==> config.mk <==
export PLATFORM = sky130hd
export DESIGN_NAME = writeback_unit
export DESIGN_NICKNAME = d
export VERILOG_FILES = /design/src/rtl/cpu_types_pkg.sv /design/src/rtl/load_extract.sv /design/src/rtl/writeback_unit.sv
export SDC_FILE = /design/constraint.sdc
export NUM_CORES = 1
export LEC_CHECK = 0
export CORE_ASPECT_RATIO = 0.5
export CORE_MARGIN = 5
export CORE_UTILIZATION = 48
export DETAILED_ROUTE_END_ITERATION = 10
export PLACE_DENSITY = 0.94
export RECOVER_POWER = 50
export SLEW_MARGIN = 40
export SYNTH_ARGS = -nofsm -noshare
export SYNTH_HDL_FRONTEND = slang
export SYNTH_SLANG_ARGS = --single-unit
export TNS_END_PERCENT = 30
==> constraint.sdc <==
create_clock -name clk -period 3.85 [get_ports clk]
set_input_delay 0.5775 -clock clk [delete_from_list [all_inputs] [get_ports clk]]
set_output_delay 0.5775 -clock clk [all_outputs]
set_load 0.05 [all_outputs]
==> src/rtl/cpu_types_pkg.sv <==
// Shared control-unit opcode and writeback-state types.
// Also holds small classification helpers used by the writeback stage.
package cpu_types_pkg;

    typedef enum logic [5:0] {
        CU_LB, CU_LH, CU_LW, CU_LBU, CU_LHU,
        CU_LUI, CU_AUIPC, CU_JAL, CU_JALR,
        CU_ADD, CU_SUB, CU_XOR, CU_OR, CU_AND,
        CU_SLL, CU_SRL, CU_SRA, CU_SLT, CU_SLTU,
        CU_SB, CU_SH, CU_SW,
        CU_BEQ, CU_BNE, CU_BLT, CU_BGE, CU_BLTU, CU_BGEU
    } cu_op_t;

    typedef enum logic {
        IDLE,
        WAIT_MEM
    } wb_state_t;

    function automatic logic is_load(cu_op_t op);
        return op inside {CU_LB, CU_LH, CU_LW, CU_LBU, CU_LHU};
    endfunction

    function automatic logic is_alu(cu_op_t op);
        return op inside {CU_ADD, CU_SUB, CU_XOR, CU_OR, CU_AND,
                          CU_SLL, CU_SRL, CU_SRA, CU_SLT, CU_SLTU};
    endfunction

    // Halfwords need an even byte address, words a multiple of four.
    function automatic logic load_aligned(cu_op_t op, logic [1:0] lane);
        logic ok;
        ok = 1'b1;
        case (op)
            CU_LH, CU_LHU: ok = (lane[0] == 1'b0);
            CU_LW:         ok = (lane == 2'b00);
            default:       ok = 1'b1;
        endcase
        return ok;
    endfunction

endpackage

==> src/rtl/load_extract.sv <==
// Combinational byte-lane select and sign/zero extension of a memory read word.
module load_extract
    import cpu_types_pkg::*;
#(
    parameter int XLEN = 32
) (
    input  logic [XLEN-1:0]            data,
    input  logic [$clog2(XLEN/8)-1:0]  lane,
    input  logic [5:0]                 op,
    output logic [XLEN-1:0]            result
);

    logic [$clog2(XLEN/8)+2:0] shamt;
    logic [7:0]                b;
    logic [15:0]               h;
    logic [31:0]               w;

    assign shamt = {lane, 3'b000};
    assign b     = 8'(data >> shamt);
    assign h     = 16'(data >> shamt);
    assign w     = 32'(data >> shamt);

    always_comb begin
        // NOTE: default first so every path assigns result and no latch is inferred.
        result = '0;
        case (cu_op_t'(op))
            CU_LB:   result = {{(XLEN-8){b[7]}}, b};
            CU_LH:   result = {{(XLEN-16){h[15]}}, h};
            CU_LW:   result = XLEN'($signed(w));
            CU_LBU:  result = XLEN'(b);
            CU_LHU:  result = XLEN'(h);
            default: result = '0;
        endcase
    end

endmodule

==> src/rtl/writeback_unit.sv <==
// Registered writeback stage: result select, multi-cycle loads with alignment
// trap and timeout, and a one-cycle-latency register-file write port.
module writeback_unit
    import cpu_types_pkg::*;
#(
    parameter int XLEN           = 32,
    parameter int REG_AW         = 5,
    parameter int TIMEOUT_CYCLES = 16
) (
    input  logic              clk,
    input  logic              nRST,
    input  logic              in_valid,
    output logic              in_ready,
    input  logic [5:0]        cu_op,
    input  logic [REG_AW-1:0] rd,
    input  logic [XLEN-1:0]   alu_out,
    input  logic [XLEN-1:0]   imm,
    input  logic [XLEN-1:0]   pc,
    output logic              mem_req,
    output logic [XLEN-1:0]   mem_addr,
    input  logic              mem_ack,
    input  logic [XLEN-1:0]   mem_rdata,
    output logic              rf_we,
    output logic [REG_AW-1:0] rf_waddr,
    output logic [XLEN-1:0]   rf_wdata,
    output logic              misalign_err,
    output logic              timeout_err,
    output logic              busy
);

    localparam int LANE_W = $clog2(XLEN/8);
    localparam int CNT_W  = $clog2(TIMEOUT_CYCLES + 1);

    wb_state_t           state;
    logic [CNT_W-1:0]    tmo_cnt;
    logic [LANE_W-1:0]   ld_lane;
    logic [5:0]          ld_op;
    logic [REG_AW-1:0]   ld_rd;

    cu_op_t              op;
    logic [XLEN-1:0]     u_imm;
    logic [XLEN-1:0]     op_result;
    logic                op_writes;
    logic [XLEN-1:0]     ld_data;

    assign op       = cu_op_t'(cu_op);
    assign in_ready = (state == IDLE);
    assign busy     = (state != IDLE);
    assign u_imm    = imm & ~XLEN'(12'hFFF);

    always_comb begin
        op_result = alu_out;
        op_writes = 1'b0;
        case (op)
            CU_LUI: begin
                op_result = u_imm;
                op_writes = 1'b1;
            end
            CU_AUIPC: begin
                op_result = pc + u_imm;
                op_writes = 1'b1;
            end
            CU_JAL, CU_JALR: begin
                op_result = pc + XLEN'(4);
                op_writes = 1'b1;
            end
            default: begin
                op_result = alu_out;
                op_writes = is_alu(op);
            end
        endcase
    end

    load_extract #(.XLEN(XLEN)) u_load_extract (
        .data   (mem_rdata),
        .lane   (ld_lane),
        .op     (ld_op),
        .result (ld_data)
    );

    always_ff @(posedge clk) begin
        if (nRST) begin
            state        <= IDLE;
            tmo_cnt      <= '0;
            mem_req      <= 1'b0;
            mem_addr     <= '0;
            rf_we        <= 1'b0;
            rf_waddr     <= '0;
            rf_wdata     <= '0;
            misalign_err <= 1'b0;
            timeout_err  <= 1'b0;
            ld_lane      <= '0;
            ld_op        <= '0;
            ld_rd        <= '0;
        end else begin
            // NOTE: sequential state uses <= so every register samples pre-edge values.
            rf_we        <= 1'b0;
            misalign_err <= 1'b0;
            timeout_err  <= 1'b0;
            case (state)
                IDLE: begin
                    if (in_valid) begin
                        if (is_load(op)) begin
                            if (!load_aligned(op, alu_out[1:0])) begin
                                misalign_err <= 1'b1;
                            end else begin
                                state    <= WAIT_MEM;
                                mem_req  <= 1'b1;
                                mem_addr <= alu_out & ~XLEN'((XLEN/8) - 1);
                                tmo_cnt  <= '0;
                                ld_lane  <= alu_out[LANE_W-1:0];
                                ld_op    <= cu_op;
                                ld_rd    <= rd;
                            end
                        end else if (op_writes && rd != '0) begin
                            rf_we    <= 1'b1;
                            rf_waddr <= rd;
                            rf_wdata <= op_result;
                        end
                    end
                end
                WAIT_MEM: begin
                    // An ack in the timeout cycle still completes the load.
                    if (mem_ack) begin
                        state   <= IDLE;
                        mem_req <= 1'b0;
                        if (ld_rd != '0) begin
                            rf_we    <= 1'b1;
                            rf_waddr <= ld_rd;
                            rf_wdata <= ld_data;
                        end
                    end else if (tmo_cnt == CNT_W'(TIMEOUT_CYCLES - 1)) begin
                        state       <= IDLE;
                        mem_req     <= 1'b0;
                        timeout_err <= 1'b1;
                    end else begin
                        tmo_cnt <= tmo_cnt + 1'b1;
                    end
                end
                default: state <= IDLE;
            endcase
        end
    end

endmodule

==> out/metrics.cfg <==
[synth]
syn_avg_cell_area_um2=7.94
yosysSeqAreaShare=0.267
synth-simple-area-share=0.220
ys_seq_elements=90
yosysWarnings=0
synth-xor-area-share=0.0519
ys.flop_type=dfxtp_1
syn_area_um2=6750
synth-edff-count=0
synth_adder_area_share=0.0438
synth-compound-area-share=0.259
synthMuxAreaShare=0.107
synthCells=850
yosysUniqueCellTypes=81
synth_top_family_by_area=compound AO/OA/AOI/OAI gates
synthArstFlopShare=0

[sta]
fin_crit_sh=0.856
setup_ws_ns=0.555
final.min_clock_period_ns=3.29
grt_setup_unrepaired=no
hold_viol=0
slew_viol_final=38
setup_viol=0
slew_headroom=-0.318
tns_ns=0
max_freq_ghz=0.304
fin_skew_ns=0.00963
tightest_slew_ns=1.98

[place]
place_ws_ns=0.418
dp_hpwl_mm=20.3
io_buffer_count=203
place_congestion=0.970

[hold_path]
holdPathEnd=mem_req$_SDFFE_PP0P_
holdPathStages=2
hold_class=register to register
hp-start=mem_req$_SDFFE_PP0P_

[detailed_routing]
drtIter0Drc=1255
wl_mm=26.8
antenna_left=0
drc_errors=0
first_pass_iters=6
vias=8030
via_per_inst=6.56
post_drt_wl_per_cell_um=21.9

[die]
die_y_um=93.8
core_area_um2=13700
pin_count=218
start_util=0.494
fp.dieW_um=178
row_count=30
die-area_um2=16700

[clock_network]
cts.sinks=90
cts_buffers=9
clockRootBuffer=clkbuf_16
post_cts_buffers=0
cts_hold_buf=0
path_clk_slew_ns=0.07
cts_tree=done
h-tree-depth=3
cts_resized=0
clockBufferDepth=2
clock_latency_ns=0.34

[critical_path]
cp-end-kind=register
critical_path_class=input port to register
cp.arrival_ns=3.53
reg2reg_depth=7
r2r_end=rf_wdata[15]$_SDFFE_PP0P_
worstPathRequired_ns=4.08
timing.rr.start=ld_lane[1]$_SDFFE_PP0P_
cpPeakStageDelay_ns=1.38
cpMaxStageDelayCell=clkbuf_1
critical_path.max_fanout=52
path_cells=clkbuf_1 > clkbuf_2 > nor2_1 > o22a_1
reg2reg_slack_ns=1.25
cp-start-kind=input port

[layout]
diodes=0
layout_commonest_cell=clkdlybuf4s50_1
final_nets=1194
drive_gt1_frac=0.0630
final_cell_mix=clkdlybuf4s50_1, nor2_1, dfxtp_1, dlygate4sd3_1, a21oi_1
areaGrowthSynthToFinish_pct=36.5

[global_route]
grt_max_degree=53
antenna_found_initial=1
grt_pass1_vias=7732
grt_pass1_wl_mm=41.2
grt_usage=0.310
grt_overflow=0

[power_and_ir_drop]
leakagePower_uw=0.00374
p_per_area_nw_per_um2=293
peakVddDrop_mv=0.241
p_total_uw=2700

[outcome]
outcome=complete, but fails checks
violations=capacitance limit, slew limit

[run]
drv_cap=1

## stage by stage
| stage | hold slack, ns | utilization | instances | cell area (um^2) |
|---|---|---|---|---|
| after floorplan | 0.445 | - | 851 | 6750 |
| after global placement | 0.440 | 0.652 | 1209 | 8910 |
| after detailed placement | 0.449 | 0.652 | 1209 | 8910 |
| after CTS | 0.459 | 0.675 | 1224 | 9220 |
| after global routing | 0.486 | 0.674 | 1224 | 9210 |
| final | 0.455 | 0.674 | 1224 | 9210 |
## sequential cells by signal (all words and copies together) (netlist names)
| register | count |
|---|---|
| rf_we | 1 |
| mem_req | 1 |
| timeout_err | 1 |
| tmo_cnt | 5 |
| mem_addr | 30 |
| ld_rd | 5 |
| rf_waddr | 5 |
| ld_lane | 2 |
| ld_op | 6 |
| misalign_err | 1 |
| rf_wdata | 32 |
| busy | 1 |
## Yosys cell counts, types with 4 or more instances
cell	instances	area, um^2
nor2_1	120	450
dfxtp_1	90	1800
a21oi_1	63	315
mux2i_1	62	621
o21ai_0	53	265
nand2_1	41	154
clkbuf_1	27	101
nand3_1	26	130
o211ai_1	23	173
ha_1	22	275
xnor2_1	21	184
a211oi_1	20	150
nand4_1	20	125
nor3_1	20	100
xor2_1	19	166
buf_2	16	80.1
a221oi_1	11	96.3
inv_1	11	41.3
a21o_1	10	75.1
and2_1	10	62.6
nor2b_1	10	62.6
or3_1	10	62.6
mux2_2	9	101
buf_1	8	30.0
a222oi_1	7	70.1
a31oi_1	7	43.8
a22oi_1	6	45.0
a311oi_1	6	52.6
and3_1	6	37.5
o21bai_1	6	45.0
nor4_1	5	31.3
o21a_1	5	37.5
o221ai_1	5	43.8
a221o_1	4	40.0
## power breakdown
group / switching [uW] / leakage, uW / internal, uW / total [uW]
sequential: 17.6 / 0.000730 / 960 / 977
combinational: 452 / 0.00286 / 320 / 772
clock: 408 / 0.000154 / 544 / 952
total: 878 / 0.00374 / 1820 / 2700
## final cells by class
cell class,instances,area (um^2)
flip-flops and latches,90,1800
inverters,11,41.3
well taps,192,240
fillers,1059,4460
multi-input cells,690,4620
repair buffers,226,2200
clock inverters,4,58.8
clock buffers,11,253
## worst max-delay path by stage
stage                 start                         to  slack (ns)  cells past startpoint
floorplan           imm[18]  rf_wdata[29]$_SDFFE_PP0P_        1.25                      8
finish                 nRST  rf_wdata[24]$_SDFFE_PP0P_        0.56                      4
CTS                  pc[17]  rf_wdata[29]$_SDFFE_PP0P_        0.76                      9
global placement     pc[17]  rf_wdata[29]$_SDFFE_PP0P_        0.46                      9
detailed placement   pc[17]  rf_wdata[27]$_SDFFE_PP0P_        0.42                      9
global route           nRST  rf_wdata[24]$_SDFFE_PP0P_        0.51                      4
## critical path: cells and delay by family
family | cells | cell delay (ns)
AOI/OAI and AO/OA | 1 | 0.23
buffers and inverters | 2 | 2.46
and+or+nand+nor | 1 | 0.22
## per-layer routing
layer	vias up	GRT usage	share of wire
met1	3795	0.409	0.39
met5	-	0	0.00026
met4	2	0.0875	0.033
li1	3557	-	-
met3	95	0.0752	0.12
met2	581	0.506	0.46
## kinds of logic (layout without fill, tap and decap cells)
logic type,after synthesis,count (layout)
compound gates,255,255
xor+xnor,40,40
fa+ha+maj,23,23
buf+inv,71,252
flops,90,90
mux,71,71
other cells,1,2
simple gates,299,299
(Power assumes the default switching activity.)
